`src/rtl/pipe_ctrl_pkg.sv`:
```
// Shared types for the IF/ID/EX pipeline control path: FSM state encoding,
// register-specifier width and the bundle of pipeline-register controls.
package pipe_ctrl_pkg;

   localparam int REG_W = 5;

   typedef enum logic [1:0] {
      ST_RUN   = 2'd0,
      ST_FLUSH = 2'd1,
      ST_HALT  = 2'd2
   } state_t;

   // One bit per pipeline-register control, driven as a group each cycle.
   typedef struct packed {
      logic pc_en;
      logic ifid_en;
      logic ifid_clear;
      logic idex_en;
      logic idex_clear;
   } ctrl_t;

   localparam ctrl_t CTRL_RUN = '{pc_en: 1'b1, ifid_en: 1'b1, ifid_clear: 1'b0,
                                  idex_en: 1'b1, idex_clear: 1'b0};
   localparam ctrl_t CTRL_FREEZE = '{pc_en: 1'b0, ifid_en: 1'b0, ifid_clear: 1'b0,
                                     idex_en: 1'b0, idex_clear: 1'b0};
   localparam ctrl_t CTRL_FLUSH = '{pc_en: 1'b1, ifid_en: 1'b1, ifid_clear: 1'b1,
                                    idex_en: 1'b1, idex_clear: 1'b1};
   localparam ctrl_t CTRL_LOADUSE = '{pc_en: 1'b0, ifid_en: 1'b0, ifid_clear: 1'b0,
                                      idex_en: 1'b1, idex_clear: 1'b1};
   localparam ctrl_t CTRL_RESET = '{pc_en: 1'b0, ifid_en: 1'b0, ifid_clear: 1'b1,
                                    idex_en: 1'b0, idex_clear: 1'b1};

endpackage

```
`src/rtl/sat_counter.sv`:
```
// Up-counter that sticks at all-ones instead of wrapping; asynchronously
// cleared by an active-low reset.
module sat_counter #(
   parameter int W = 16
) (
   input  logic         clk,
   input  logic         rst_n,
   input  logic         inc,
   output logic [W-1:0] count
);

   logic [W-1:0] r_count;
   logic         w_at_max;

   assign w_at_max = (r_count == {W{1'b1}});

   always_ff @(posedge clk or negedge rst_n) begin
      if (!rst_n) begin
         r_count <= '0;
      end else if (inc && !w_at_max) begin
         r_count <= r_count + W'(1);
      end
   end

   assign count = r_count;

endmodule

```
`src/rtl/pipe_hazard_ctrl.sv`:
```
// Hazard/flow controller for the 3-stage pipeline: load-use stalls, taken
// branch flushes, memory-wait freeze, halt, plus a saturating stall counter.
module pipe_hazard_ctrl #(
   parameter int REG_W        = pipe_ctrl_pkg::REG_W,
   parameter int FLUSH_CYCLES = 1,
   parameter int CNT_W        = 16
) (
   input  logic                       clk,
   input  logic                       rst_n,
   input  logic [REG_W-1:0]           id_rs1,
   input  logic [REG_W-1:0]           id_rs2,
   input  logic                       id_use_rs1,
   input  logic                       id_use_rs2,
   input  logic [REG_W-1:0]           ex_rd,
   input  logic                       ex_is_load,
   input  logic                       ex_branch_tkn,
   input  logic                       mem_busy,
   input  logic                       halt_req,
   output logic                       pc_en,
   output logic                       ifid_en,
   output logic                       ifid_clear,
   output logic                       idex_en,
   output logic                       idex_clear,
   output logic                       halted,
   output logic [CNT_W-1:0]           stall_cnt,
   output pipe_ctrl_pkg::state_t      dbg_state
);

   import pipe_ctrl_pkg::*;

   localparam int FC_W = (FLUSH_CYCLES > 1) ? $clog2(FLUSH_CYCLES) : 1;
   localparam logic [FC_W-1:0] FC_LOAD = FC_W'(FLUSH_CYCLES - 1);
   localparam logic [FC_W-1:0] FC_ONE  = FC_W'(1);

   state_t            r_state;
   state_t            w_state_nxt;
   logic [FC_W-1:0]   r_flush_cnt;
   logic [FC_W-1:0]   w_flush_nxt;
   logic              r_halted;
   ctrl_t             w_ctrl;
   logic              w_hazard;
   logic              w_stall_inc;

   // Register 0 is hard-wired zero, so a load targeting it never stalls.
   function automatic logic load_use_hit(
      input logic             is_load,
      input logic [REG_W-1:0] rd,
      input logic [REG_W-1:0] rs1,
      input logic             use1,
      input logic [REG_W-1:0] rs2,
      input logic             use2
   );
      logic hit1;
      logic hit2;
      hit1 = use1 && (rs1 == rd);
      hit2 = use2 && (rs2 == rd);
      return is_load && (rd != '0) && (hit1 || hit2);
   endfunction

   assign w_hazard = load_use_hit(ex_is_load, ex_rd, id_rs1, id_use_rs1,
                                  id_rs2, id_use_rs2);

   always_ff @(posedge clk or negedge rst_n) begin
      if (!rst_n) begin
         r_state     <= ST_RUN;
         r_flush_cnt <= '0;
         r_halted    <= 1'b0;
      end else begin
         r_state     <= w_state_nxt;
         r_flush_cnt <= w_flush_nxt;
         r_halted    <= (w_state_nxt == ST_HALT);
      end
   end

   always_comb begin
      w_ctrl      = CTRL_RUN;
      w_state_nxt = r_state;
      w_flush_nxt = r_flush_cnt;
      w_stall_inc = 1'b0;
      case (r_state)
         ST_RUN: begin
            if (halt_req) begin
               w_ctrl      = CTRL_FREEZE;
               w_state_nxt = ST_HALT;
            end else if (mem_busy) begin
               w_ctrl      = CTRL_FREEZE;
               w_stall_inc = 1'b1;
            end else if (ex_branch_tkn) begin
               w_ctrl = CTRL_FLUSH;
               if (FLUSH_CYCLES > 1) begin
                  w_state_nxt = ST_FLUSH;
                  w_flush_nxt = FC_LOAD;
               end
            end else if (w_hazard) begin
               w_ctrl      = CTRL_LOADUSE;
               w_stall_inc = 1'b1;
            end
         end
         // EX holds a bubble here, so branch and halt inputs are not acted on.
         ST_FLUSH: begin
            if (mem_busy) begin
               w_ctrl      = CTRL_FREEZE;
               w_stall_inc = 1'b1;
            end else begin
               w_ctrl      = CTRL_FLUSH;
               w_flush_nxt = r_flush_cnt - FC_ONE;
               if (r_flush_cnt == FC_ONE) begin
                  w_state_nxt = ST_RUN;
               end
            end
         end
         ST_HALT: begin
            w_ctrl = CTRL_FREEZE;
         end
         default: begin
            w_ctrl      = CTRL_FREEZE;
            w_state_nxt = ST_RUN;
         end
      endcase
      if (!rst_n) begin
         w_ctrl = CTRL_RESET;
      end
   end

   sat_counter #(
      .W (CNT_W)
   ) u_stall_cnt (
      .clk   (clk),
      .rst_n (rst_n),
      .inc   (w_stall_inc),
      .count (stall_cnt)
   );

   assign pc_en      = w_ctrl.pc_en;
   assign ifid_en    = w_ctrl.ifid_en;
   assign ifid_clear = w_ctrl.ifid_clear;
   assign idex_en    = w_ctrl.idex_en;
   assign idex_clear = w_ctrl.idex_clear;
   assign halted     = r_halted;
   assign dbg_state  = r_state;

endmodule

```
`config.mk`:
```
export PLATFORM = sky130hd
export DESIGN_NAME = pipe_hazard_ctrl
export DESIGN_NICKNAME = d
export VERILOG_FILES = /design/src/rtl/pipe_ctrl_pkg.sv /design/src/rtl/sat_counter.sv /design/src/rtl/pipe_hazard_ctrl.sv
export SDC_FILE = /design/constraint.sdc
export NUM_CORES = 1
export LEC_CHECK = 0
export CAP_MARGIN = 5
export CORE_MARGIN = 2
export CORE_UTILIZATION = 38
export DETAILED_ROUTE_END_ITERATION = 10
export PLACE_DENSITY_LB_ADDON = 0.05
export SLEW_MARGIN = 20
export SYNTH_ARGS = -nofsm -noshare
export SYNTH_HDL_FRONTEND = slang
export SYNTH_HIERARCHICAL = 1
export SYNTH_SLANG_ARGS = --single-unit
```
`constraint.sdc`:
```
create_clock -name clk -period 2.1 [get_ports clk]
set_clock_uncertainty 0.15 [all_clocks]
set_input_delay 0.42 -clock clk [delete_from_list [all_inputs] [get_ports clk]]
set_output_delay 0.42 -clock clk [all_outputs]
set_load 0.02 [all_outputs]
```
==> results.cfg, run 1 <==
[status]
violations = setup timing
outcome = finished, violations left

[hold_path]
hp-class = flop to flop

[yosys]
syn_area_sq_mm = 0.001162
synthMuxAreaShare = 0.009688
synth_flop_cell = dfrtp_1
yosys.area_share.simple = 0.2519
synth_cell_types = 36
synthesis.nets = 137
synth_compound_area_frac = 0.1012
yosys_warnings = 6
synth_fa_ha_area_frac = 0.01076
synthTopCellsByCount = 20 x dfrtp_1, 17 x xor2_1, 10 x nor2_1
avgSynthCellArea_sq_um = 10.29
yosysMostFrequentCell = dfrtp_1
synth-xor-area-share = 0.1733
synth_top_area_frac = 0.4306
ys_ff_latch = 20
synth-edff-count = 0
syn_inst = 113
synth_top_family_by_area = simple AND/OR/NAND/NOR gates
synthTopCellsByArea = dfrtp_1 43%, xor2_1 13%, xnor2_1 4.5%, nand4_4 3.7%, nor2_1 3.2%
synth_area_leader_cell = dfrtp_1
yosysSeqAreaShare = 0.4306
ys_async_sr_fraction = 1.000

[power_and_ir_drop]
clkPwrFrac = 0.248
combPwrFrac = 0.248
intPower_w = 0.0006372
p_leak_nw = 0.9514
ir_drop_mv = 0.2429
power_density_mw_per_mm2 = 421.2
pwr-share-seq = 0.504
p_sw_w = 0.0002439
p_total_w = 0.0008811
switching_share = 0.2768

[timing]
rsz0062_at_grt = true
slew_viol_final = 0
setup_slack_ps = -146.4
finalHoldViolations = 0
tightest_slew_ps = 657.1
fin_crit_ps = 2246
setup_viol = 15
fmax_mhz = 445.2
setup_tns_ps = -1299
whs_ps = 355.0
slew_headroom = 0.5583
timing.final.crit_share = 1.070

[floorplanning]
dieArea_sq_mm = 0.003517
ioPinCount = 47
initial_core_util = 0.3903
die_h_microns = 59.31
die_x_microns = 59.31
coreArea_sq_mm = 0.002978
rows = 20

[setup_path]
slowest_delay_ps = 350
cp-end-kind = output pin
crit_chain = buf_6, xor2_2, nor4_2, a32oi_2, o31a_1, buf_6
cp_slowest_cell = o31a_1
cp_max_fo = 3
cpMostUsedCell = buf_6
cp_data_required_time_ps = 1530
startpoint_type = primary input
arrival_ps = 1680
critical_path_class = primary input to output pin

[routing]
drc = 0
drt_iter0_markers = 40
via_per_inst = 5.091
detail_route.wl_per_cell_microns = 12.96
firstDrtPassIters = 4
wl_microns = 2838
ant_nets = 0
vias = 1115

[finish]
fin_util = 0.7025
area_growth_pct = 79.98
postLayoutCellArea_sq_mm = 0.002092
final_nets = 211
drive_gt1_frac = 0.4194
antenna_cells = 0

[clock_tree]
numCtsBuffers = 3
cts-root-buf = clkbuf_4
path_clk_slew_ps = 120
cts_hold_buf = 0
cts.sinks = 20
cts-htree-levels = 1
cts_tree = built
cts_buffer_depth = 2
clock_latency_ps = 300

[flow_run]
max_cap_viol_count = 0

[grt]
grt_pass1_vias = 1099
grt_max_degree = 21
grt_usage = 0.1693
overflow = 0
grt_pass1_wl_microns = 4650
antenna_found_initial = 0

[placement]
detailed_place.area_sq_mm = 0.001804
port_buffers = 46
place_congestion = 0.7063
dp.final_hpwl_microns = 2124
[metrics by stage]
step | std cells | worst slack, ps
2_1_floorplan | 113 | -237.7
3_3_place_gp | 206 | -954.6
3_5_place_dp | 206 | -969.2
4_1_cts | 215 | -209.2
5_1_grt | 219 | -208.2
6_report | 219 | -146.4
[power by group through the flow]
stage | registers, W | logic (W) | clock network (W)
4_1_cts | 0.000443 | 0.000203 | 0.000229
5_1_grt | 0.000448 | 0.000237 | 0.000246
6_report | 0.000444 | 0.000218 | 0.000219
3_5_place_dp | 0.000448 | 0.000204 | 0
3_3_place_gp | 0.000447 | 0.000201 | 0
2_1_floorplan | 0.000465 | 0.0000580 | 0
[sequential cells by signal, summed over array words and instances (netlist names)]
register,flops
u_stall_cnt/count,16
dbg_state,2
halted,1
r_flush_cnt,1
[critical path: cells and delay by family]
family                    cells  cell delay (ps)
and+or+nand+nor               1              280
xor gates and xnor gates      1              170
AOI/OAI and AO/OA             2              560
buffers and inverters         2              240
[cells in the final DEF, fill, tap and decap left out, types with 2 or more instances in the layout]
cell and instances:
clkdlybuf4s50_1 22, buf_4 20, dfrtp_1 18, xor2_1 15, buf_6 12, nor2_1 8, nand2_1 7, xnor2_1 5
clkbuf_2 5, inv_1 4, dlymetal6s2s_1 4, nor3_4 4, nor4_2 3, a21oi_1 3, clkbuf_4 3, dlygate4sd2_1 3
nand3_1 3, xor2_2 2, dfrtp_2 2, clkdlybuf4s15_1 2, nand4_4 2, nand4_1 2
[layout make-up]
cell class	count	area (sq um)
fillers	234	885.9
repair buffers	70	646.9
multi-input cells	87	845.8
clock buffers	4	36.28
flip-flops and latches	20	503.0
inverters	5	18.77
well taps	33	41.29
[cell families (layout without fill, tap and decap cells)]
| kind of cell | count (synthesis) | after routing |
|---|---|---|
| flops | 20 | 20 |
| fa+ha+maj | 1 | 1 |
| buf+inv | 6 | 79 |
| compound gates | 16 | 16 |
| simple gates | 46 | 46 |
| mux | 1 | 1 |
| xor+xnor | 23 | 23 |
[per-layer routing]
layer,vias to the layer above,wire length (microns),GRT usage
li1,552,-,-
met2,27,1456,0.2873
met5,-,0,0
met3,2,123,0.03275
met1,534,1248,0.2216
met4,0,10,0.03896
[worst paths after layout]
check                           cells after the start         start  slack, ps               endpoint
worst max-delay path                                6      ex_rd[2]       -150                ifid_en
worst min-delay path                                1   r_flush_cnt        360            r_flush_cnt
worst max register to register                      8  dbg_state[1]        -40  u_stall_cnt/count[13]
worst min register to register                      1   r_flush_cnt        360            r_flush_cnt
max in group asynchronous                           3         rst_n       1070           dbg_state[0]
min in group asynchronous                           3         rst_n        500  u_stall_cnt/count[10]
[what timing repair did]
item / in CTS / in global routing
setup buffers: 5 / 4
pin swaps: 17 / 28
gates resized for setup: 69 / 53
endpoints found under the setup margin: 21 / 24
Power figures use the tool's default switching activity.
==> run 2: changes to the inputs <==
--- a/config.mk
+++ b/config.mk
@@ -9,7 +9,7 @@
 export CORE_MARGIN = 2
 export CORE_UTILIZATION = 38
 export DETAILED_ROUTE_END_ITERATION = 10
-export PLACE_DENSITY_LB_ADDON = 0.05
+export PLACE_DENSITY = 0.83
 export SLEW_MARGIN = 20
 export SYNTH_ARGS = -nofsm -noshare
 export SYNTH_HDL_FRONTEND = slang
==> results.cfg, run 2 (synthesized netlist as in run 1, its figures left out) <==
[power_and_ir_drop]
p_sw_w = 0.0002666
intPower_w = 0.0006359
p_leak_nw = 0.9192
pwr-share-seq = 0.489
combPwrFrac = 0.248
ir_drop_mv = 0.3138
power_density_mw_per_mm2 = 445.8
clkPwrFrac = 0.263
switching_share = 0.2954

[grt]
antenna_found_initial = 0
grt_pass1_wl_microns = 5099
grt_max_degree = 21
grt_use_met3 = 0.03057
gr-max-usage-layer = met2
met1_usage = 0.2169
grt.met2_usage = 0.3626
grt_pass1_vias = 1139
overflow = 0
grt_usage = 0.1968

[timing]
tightest_slew_ps = 631.9
setup_viol = 13
fmax_mhz = 442.2
whs_ps = 352.1
setup_tns_ps = -864.9
rsz0062_at_grt = true
setup_slack_ps = -161.3
finalHoldViolations = 0
fin_crit_ps = 2261
slew_viol_final = 0
slew_headroom = 0.5755
timing.final.crit_share = 1.077

[routing]
detail_route.wl_per_cell_microns = 15.65
firstDrtPassIters = 4
ant_nets = 0
vias = 1130
wl_microns = 3349
drt_iter0_markers = 28
via_per_inst = 5.280
drc = 0

[setup_path]
cp_max_fo = 3
cp_data_required_time_ps = 1530
startpoint_type = primary input
slowest_delay_ps = 360
crit_chain = dlygate4sd2_1, xor2_1, nor4_2, a32oi_2, o31a_1, buf_6
critical_path_class = primary input to output pin
cp_slowest_cell = o31a_1
cpLargestDelayFamily = compound AO/OA/AOI/OAI gates
arrival_ps = 1690
critPathBufInv = 2
cp-end-kind = output pin

[flow_run]
max_cap_viol_count = 0

[finish]
postLayoutCellArea_sq_mm = 0.002024
drive_gt1_frac = 0.4088
final_cells = 214
largest_register_ffs = 16
area_growth_pct = 74.17
final_nets = 206
fillers = 229
antenna_cells = 0
layout.cells.most_common = clkdlybuf4s50_1
final_cell_mix = 21 x clkdlybuf4s50_1, 17 x dfrtp_1, 17 x buf_4

[floorplanning]
coreArea_sq_mm = 0.002978
dieArea_sq_mm = 0.003517
ioPinCount = 47
rows = 20
die_h_microns = 59.31
die_x_microns = 59.31
initial_core_util = 0.3903

[clock_tree]
path_clk_slew_ps = 120
cts_tree = built
cts_buffer_depth = 2
clock_latency_ps = 320
numCtsBuffers = 3
cts-htree-levels = 1
cts_hold_buf = 0
cts.sinks = 20
cts-root-buf = clkbuf_4

[placement]
dp.final_hpwl_microns = 2368
place_congestion = 0.8160
detailed_place.area_sq_mm = 0.001812
dp.cells = 207
port_buffers = 46

[status]
outcome = finished, violations left
violations = setup timing

[hold_path]
hp-class = flop to flop
-- run 2: cell types whose count changed in the layout (fill, tap and decap cells not counted), moves of 2 or more --
cell | before | now
buf_4 | 20 | 17
buf_2 | 1 | 8
dlymetal6s2s_1 | 4 | 2
clkbuf_2 | 5 | 3
buf_6 | 12 | 5
dlygate4sd2_1 | 3 | 6
-- run 2: worst register-to-register path: stages (launching register included) --
cell	delay (ps)
dfrtp_1	440
buf_4	160
nor2_1	110
nand2_1	80
o31ai_2	270
buf_4	170
and4_4	270
o211ai_1	150
nor2_1	140
xor2_1	150
-- run 2: repair_timing --
action,in CTS,in global routing
setup endpoints to repair,21,23
pin swaps,22,8
setup buffers,0,3
resized for setup,99,22
-- run 2: path summary, 6_finish.rpt --
check / startpoint / endpoint / slack (ps) / cells past startpoint
setup / recovery: id_rs2[2] / pc_en / -160 / 6
hold / removal: r_flush_cnt / dbg_state[0] / 350 / 1
setup reg to reg: dbg_state[1] / u_stall_cnt/count[10] / -50 / 9
hold reg to reg: r_flush_cnt / dbg_state[0] / 350 / 1
max in group asynchronous: rst_n / u_stall_cnt/count[2] / 1120 / 3
min in group asynchronous: rst_n / u_stall_cnt/count[5] / 450 / 3
-- run 2: area by class of cell --
class / instances / area, sq um / area share
Clock buffer: 4 / 36.28 / 0.01792
Inverter: 5 / 18.77 / 0.009271
Multi-Input combinational cell: 87 / 857.1 / 0.4234
Sequential cell: 20 / 504.2 / 0.2491
Tap cell: 33 / 41.29 / 0.02040
Timing Repair Buffer: 65 / 566.8 / 0.2800
-- run 2: layer usage --
metal / up-vias / wire, microns / share of wire
met4: 0 / 70 / 0.021
met5: - / 0 / 0
met2: 43 / 1799 / 0.54
met3: 4 / 189 / 0.056
li1: 538 / - / -
met1: 545 / 1289 / 0.38
-- run 2: stage by stage --
stage               setup slack (ps)    util   power, W
floorplan                     -237.7       -  0.0005233
global placement              -911.4  0.6084  0.0006433
detailed placement            -966.0  0.6084  0.0006540
CTS                           -137.2  0.6483  0.0008851
global route                  -197.4  0.6798  0.0009546
finish                        -161.3  0.6798  0.0009025
-- run 2: power by group through the flow --
stage	Combinational [W]	Sequential (W)	Clock (W)
after floorplan	0.0000580	0.000465	0
after global placement	0.000199	0.000444	0
after detailed placement	0.000208	0.000446	0
after CTS	0.000207	0.000442	0.000236
after global routing	0.000248	0.000446	0.000261
final	0.000224	0.000441	0.000237
